--- config.mk ---
export PLATFORM = sky130hd
export DESIGN_NAME = mos6502s_operand_fetcher
export DESIGN_NICKNAME = d
export VERILOG_FILES = /design/src/rtl/mos6502s_operand_fetcher.sv
export SDC_FILE = /design/constraint.sdc
export NUM_CORES = 1
export LEC_CHECK = 0
export BUFFER_PORTS_ARGS = -buffer_cell sky130_fd_sc_hd__buf_2
export CORE_AREA = 3 3 121 123
export CTS_BUF_LIST = sky130_fd_sc_hd__clkbuf_16
export DETAILED_ROUTE_END_ITERATION = 10
export DIE_AREA = 0 0 124 126
export PLACE_DENSITY = 0.57
export SETUP_SLACK_MARGIN = 0.15
export SLEW_MARGIN = 10
export SYNTH_ARGS = -nofsm -noshare
export SYNTH_HDL_FRONTEND = slang
export SYNTH_SLANG_ARGS = --single-unit
export TNS_END_PERCENT = 5
--- constraint.sdc ---
create_clock -name clk_i -period 2.5 [get_ports clk_i]
set_input_delay 0.375 -clock clk_i [delete_from_list [all_inputs] [get_ports clk_i]]
set_output_delay 0.375 -clock clk_i [all_outputs]
set_load 0.005 [all_outputs]
--- src/rtl/mos6502s_operand_fetcher.sv ---
// rtl/mos6502s_operand_fetcher.sv - 6502 operand/pointer byte fetch sequencer
//
// Reads the operand bytes of an instruction (and, for the indirect modes, the
// pointer bytes) over a req/ack memory bus and presents them to the
// effective-address generator together with the advanced PC.
//
// Ports:
//   clk_i, rst_ni          clock, asynchronous active-low reset
//   start_i                begin a fetch (sampled only when idle)
//   mode_i, pc_i, x_reg_i  addressing mode, first operand address, X index
//   mem_req_o, mem_addr_o  read request and its address
//   mem_ack_i, mem_rdata_i read completion and data
//   operand_lo_o/hi_o      fetched operand bytes
//   indirect_lo_o/hi_o     fetched pointer target bytes
//   pc_next_o              pc + operand byte count
//   busy_o, done_o         fetch in progress, one-cycle completion pulse
module mos6502s_operand_fetcher #(
  parameter bit JMP_IND_BUG = 1'b1
) (
  input  logic        clk_i,
  input  logic        rst_ni,
  input  logic        start_i,
  input  logic [3:0]  mode_i,
  input  logic [15:0] pc_i,
  input  logic [7:0]  x_reg_i,
  output logic        mem_req_o,
  output logic [15:0] mem_addr_o,
  input  logic        mem_ack_i,
  input  logic [7:0]  mem_rdata_i,
  output logic [7:0]  operand_lo_o,
  output logic [7:0]  operand_hi_o,
  output logic [7:0]  indirect_lo_o,
  output logic [7:0]  indirect_hi_o,
  output logic [15:0] pc_next_o,
  output logic        busy_o,
  output logic        done_o
);

  localparam logic [3:0] MODE_JMP_IND = 4'h9;  // (abs)
  localparam logic [3:0] MODE_ZPX_IND = 4'hA;  // (zp,X)
  localparam logic [3:0] MODE_ZPY_IND = 4'hB;  // (zp),Y - Y applied downstream

  typedef enum logic [2:0] {
    S_IDLE, S_OP_LO, S_OP_HI, S_PTR_LO, S_PTR_HI
  } state_e;

  state_e      state_q, state_d;
  logic        done_q, done_d;
  logic [15:0] pc_q, pc_next_q;
  logic [7:0]  x_q;
  logic [3:0]  mode_q;
  logic [7:0]  op_lo_q, op_hi_q, ind_lo_q, ind_hi_q;

  logic [7:0]  zp_base, zp_next, lo_inc;
  logic [15:0] ptr_lo_addr, ptr_hi_addr;

  function automatic logic [1:0] op_bytes(input logic [3:0] m);
    case (m)
      4'h2, 4'h3, 4'h4, 4'h5, 4'hA, 4'hB, 4'hC: op_bytes = 2'd1;
      4'h6, 4'h7, 4'h8, 4'h9:                   op_bytes = 2'd2;
      default:                                  op_bytes = 2'd0;
    endcase
  endfunction

  // State register
  always_ff @(posedge clk_i or negedge rst_ni) begin
    if (!rst_ni) begin
      state_q <= S_IDLE;
      done_q  <= 1'b0;
    end else begin
      state_q <= state_d;
      done_q  <= done_d;
    end
  end

  // Next-state logic; done is raised on the transition back to IDLE
  always_comb begin
    state_d = state_q;
    done_d  = 1'b0;
    case (state_q)
      S_IDLE: begin
        if (start_i) begin
          if (op_bytes(mode_i) == 2'd0) done_d  = 1'b1;
          else                          state_d = S_OP_LO;
        end
      end
      S_OP_LO: begin
        if (mem_ack_i) begin
          if (op_bytes(mode_q) == 2'd2) begin
            state_d = S_OP_HI;
          end else if (mode_q == MODE_ZPX_IND || mode_q == MODE_ZPY_IND) begin
            state_d = S_PTR_LO;
          end else begin
            state_d = S_IDLE;
            done_d  = 1'b1;
          end
        end
      end
      S_OP_HI: begin
        if (mem_ack_i) begin
          if (mode_q == MODE_JMP_IND) begin
            state_d = S_PTR_LO;
          end else begin
            state_d = S_IDLE;
            done_d  = 1'b1;
          end
        end
      end
      S_PTR_LO: begin
        if (mem_ack_i) state_d = S_PTR_HI;
      end
      S_PTR_HI: begin
        if (mem_ack_i) begin
          state_d = S_IDLE;
          done_d  = 1'b1;
        end
      end
      default: state_d = S_IDLE;
    endcase
  end

  // Pointer addresses: zero-page pointers wrap inside page 0, and the NMOS
  // JMP (abs) bug keeps the high-byte read inside the pointer's page.
  always_comb begin
    zp_base     = (mode_q == MODE_ZPX_IND) ? op_lo_q + x_q : op_lo_q;
    zp_next     = zp_base + 8'd1;
    lo_inc      = op_lo_q + 8'd1;
    ptr_lo_addr = {8'h00, zp_base};
    ptr_hi_addr = {8'h00, zp_next};
    if (mode_q == MODE_JMP_IND) begin
      ptr_lo_addr = {op_hi_q, op_lo_q};
      ptr_hi_addr = JMP_IND_BUG ? {op_hi_q, lo_inc} : {op_hi_q, op_lo_q} + 16'd1;
    end
  end

  // Output logic
  always_comb begin
    mem_req_o  = (state_q != S_IDLE);
    busy_o     = (state_q != S_IDLE);
    mem_addr_o = 16'h0000;
    case (state_q)
      S_OP_LO:  mem_addr_o = pc_q;
      S_OP_HI:  mem_addr_o = pc_q + 16'd1;
      S_PTR_LO: mem_addr_o = ptr_lo_addr;
      S_PTR_HI: mem_addr_o = ptr_hi_addr;
      default:  mem_addr_o = 16'h0000;
    endcase
  end

  // Datapath: latch request on accept, capture read data on each ack
  always_ff @(posedge clk_i or negedge rst_ni) begin
    if (!rst_ni) begin
      pc_q      <= 16'h0000;
      pc_next_q <= 16'h0000;
      x_q       <= 8'h00;
      mode_q    <= 4'h0;
      op_lo_q   <= 8'h00;
      op_hi_q   <= 8'h00;
      ind_lo_q  <= 8'h00;
      ind_hi_q  <= 8'h00;
    end else if (state_q == S_IDLE) begin
      if (start_i) begin
        pc_q      <= pc_i;
        x_q       <= x_reg_i;
        mode_q    <= mode_i;
        pc_next_q <= pc_i + {14'd0, op_bytes(mode_i)};
        op_lo_q   <= 8'h00;
        op_hi_q   <= 8'h00;
        ind_lo_q  <= 8'h00;
        ind_hi_q  <= 8'h00;
      end
    end else if (mem_ack_i) begin
      case (state_q)
        S_OP_LO:  op_lo_q  <= mem_rdata_i;
        S_OP_HI:  op_hi_q  <= mem_rdata_i;
        S_PTR_LO: ind_lo_q <= mem_rdata_i;
        S_PTR_HI: ind_hi_q <= mem_rdata_i;
        default:  ;
      endcase
    end
  end

  assign operand_lo_o  = op_lo_q;
  assign operand_hi_o  = op_hi_q;
  assign indirect_lo_o = ind_lo_q;
  assign indirect_hi_o = ind_hi_q;
  assign pc_next_o     = pc_next_q;
  assign done_o        = done_q;

endmodule

==> flow_metrics.tcl <==
set metrics [dict create \
    cellLeakagePower_nw 3.05 \
    hold_violations 0 \
    hold_ws_ps 44.2 \
    hold_path.class "in -> async" \
    port_buffers 106 \
    crit_fanout 2 \
    row_count 43 \
    cts_root_buf "clkbuf_16" \
    ant_nets 0 \
    clkTransAtPathRegs_ps 60 \
    fin_nets 778 \
    instances_no_fill 906 \
    gp_routability_congestion 0.823 \
    slew_headroom 0.328 \
    first_global_vias 4491 \
    tns_ps -3070 \
    powerDensity_nw_per_um2 1240 \
    drv_slew 0 \
    crit_buf_inv 2 \
    syn-cell-area_um2 4750 \
    worst_slew_pin_slew_ps 1010 \
    setup_violations 8 \
    fp.dieArea_um2 15600 \
    yosysSeqAreaShare 0.422 \
    hpwl_um 11300 \
    synth_cells 568 \
    cp.arrival_ps 2660 \
    grt.met2_usage 0.317 \
    drt_iter0_drc 235 \
    use_met3 0.0454 \
    tritoncts "built" \
    drive_gt1_frac 0.326 \
    final_common_cell "nand2_1" \
    wl_um 14600 \
    die_w_um 124 \
    fmax_ghz 0.329 \
    avgSynthCellArea_um2 8.36 \
    dr_total_vias 4546 \
    layout_common_cells "nand2_1, buf_2, dfrtp_1, o21ai_0, buf_4" \
    antenna_cells 0 \
    ys_types 64 \
    fin_crit_ps 3040 \
    worst_clock_skew_ps 9.93 \
    htreeDepth 3 \
    synthesis.nets 625 \
    grt_first_pass_wirelength_um 23500 \
    crit_chain "ha_2 -> fa_2 -> buf_4 -> xnor2_1 -> nand3b_1 -> a21oi_2 -> o21ai_1 -> nor3b_2 -> xor2_1 -> o221ai_1 -> buf_2" \
    yosysWarnings 0 \
    core_um2 13800 \
    grt_overflow 0 \
    cp-start-kind "flip-flop" \
    path_class "reg -> out" \
    violations "negative setup slack" \
    die_h_um 126 \
    status "finished with violations" \
    placed_cells 887 \
    slowest_delay_ps 380 \
    area_growth_pct 33.4 \
    track_usage 0.195 \
    synth_ff_type "dfrtp_1" \
    via_per_inst 5.02 \
    cp_slowest_cell "dfrtp_1" \
    grt_max_degree 55 \
    drc 0 \
    synth-edff-count 0 \
    fin_crit_sh 1.21 \
    cts.sinks 80 \
    dr.pass1.iters 4 \
    cp-end-kind "output port" \
    busiest_layer "met2" \
    post-place-ws_ps -209 \
    synthArstFlopShare 1.00 \
    rsz0062_at_grt "yes" \
    clkLatencyLatePin_ps 350 \
    hold_buffers 0 \
    initial_utilization 0.345 \
    cts_buffer_depth 2 \
    routedWlPerCell_um 16.1 \
    p_total_mw 7.88 \
    cap_violations 0 \
    cp_top_family "adder cells" \
    worst_slack_ps -537 \
    cp.required_ps 2120 \
    grt_antenna_before_repair 0 \
    grt_use_met1 0.257 \
    max-vdd-ir-drop_mv 0.413 \
    num-fill-cells 1422 \
    ioPinCount 107 \
    cts_buffers 9 \
    synth-seq-cells 80 \
]
-- registers in the layout, summed over array words and instances, names as in the netlist --
signal         flops
operand_hi_o       8
operand_lo_o       8
pc_next_o         16
done_o             1
mode_q             4
indirect_lo_o      8
indirect_hi_o      8
x_q                8
pc_q              16
state_q            3
-- cell usage after synthesis, types with 2 or more instances --
master,count,area share
a21oi_2,2,0.0037
nand3_1,19,0.020
nor2b_1,8,0.011
a221oi_1,3,0.0055
o21ai_1,5,0.0053
mux2_2,3,0.0071
buf_4,2,0.0032
dfrtp_1,80,0.42
a22oi_1,6,0.0095
nand3b_1,4,0.0063
o221ai_1,3,0.0055
or3b_2,2,0.0037
a21oi_1,21,0.022
ha_1,15,0.040
clkbuf_1,18,0.014
mux2i_1,4,0.0084
buf_2,7,0.0074
nor3_1,6,0.0063
xor2_1,16,0.030
o21ai_0,75,0.079
nand2b_1,4,0.0053
fa_1,2,0.0084
inv_1,18,0.014
and3_1,8,0.011
nand4_1,6,0.0079
and2_1,3,0.0040
nand2_1,159,0.13
xnor2_1,8,0.015
a21o_1,3,0.0047
o211ai_1,2,0.0032
nor3b_2,2,0.0053
nor3b_1,3,0.0047
nor2_1,20,0.016
-- final cells by class --
cell class | count | area, um^2 | share of cell area
well taps | 180 | 225 | 0.0356
multi-input cells | 440 | 2680 | 0.422
inverters | 19 | 71.3 | 0.0113
repair buffers | 171 | 1050 | 0.166
clock inverters | 7 | 71.3 | 0.0113
flip-flops and latches | 80 | 2010 | 0.318
clock buffers | 9 | 225 | 0.0356
-- layer usage --
metal / vias up / routed length, um
li1: 2263 / -
met1: 2176 / 6610
met2: 89 / 7060
met3: 18 / 680
met4: 0 / 263
met5: - / 0
-- what timing repair did --
item / CTS / global route
gates cloned: 0 / 0
resized for setup: 23 / 20
setup buffers: 1 / 2
pin swaps: 8 / 8
endpoints found under the setup margin: 16 / 26
-- stage by stage --
| stage | utilization | instance area (um^2) |
|---|---|---|
| 3_3_place_gp | 0.426 | 5870 |
| 4_1_cts | 0.454 | 6260 |
| 3_5_place_dp | 0.426 | 5870 |
| 6_report | 0.460 | 6330 |
| 5_1_grt | 0.460 | 6330 |
| 2_1_floorplan | - | 4750 |
-- final timing paths --
kind / start / end / slack [ps] / depth (start not counted)
max in group asynchronous: rst_ni / pc_next_o[8] / 1810 / 2
setup reg to reg: state_q[1] / indirect_lo_o[7] / 300 / 5
hold / removal: rst_ni / indirect_lo_o[6] / 40 / 1
min in group clk_i: x_reg_i[7] / x_q[7] / 210 / 3
hold reg to reg: pc_next_o[0] / pc_next_o[0] / 470 / 2
setup / recovery: x_q[0] / mem_addr_o[7] / -540 / 11
-- report_power, final --
part	switching, mW	total [mW]	internal, mW
registers	0.508	2.38	1.88
logic	2.26	4.18	1.91
clock network	0.549	1.32	0.772
total	3.32	7.88	4.56
-- worst register-to-register path, stage by stage (launching register included) --
cell and delay, ps:
dfrtp_2 450, nor2b_4 160, buf_6 120, and2_1 250
a21oi_1 840, o21ai_0 220
-- logic make-up (layout without fill, tap and decap cells) --
logic type,after synthesis,count (layout),synth area share
XOR/XNOR,24,24,0.0443
adder cells (fa/ha/maj),17,17,0.0480
AO/OA/AOI/OAI,135,135,0.174
flip-flops,80,80,0.422
buffers and inverters,48,206,0.0430
AND/OR/NAND/NOR,257,257,0.253
multiplexers,7,7,0.0156
No activity file was read; power rests on OpenSTA's default activity.
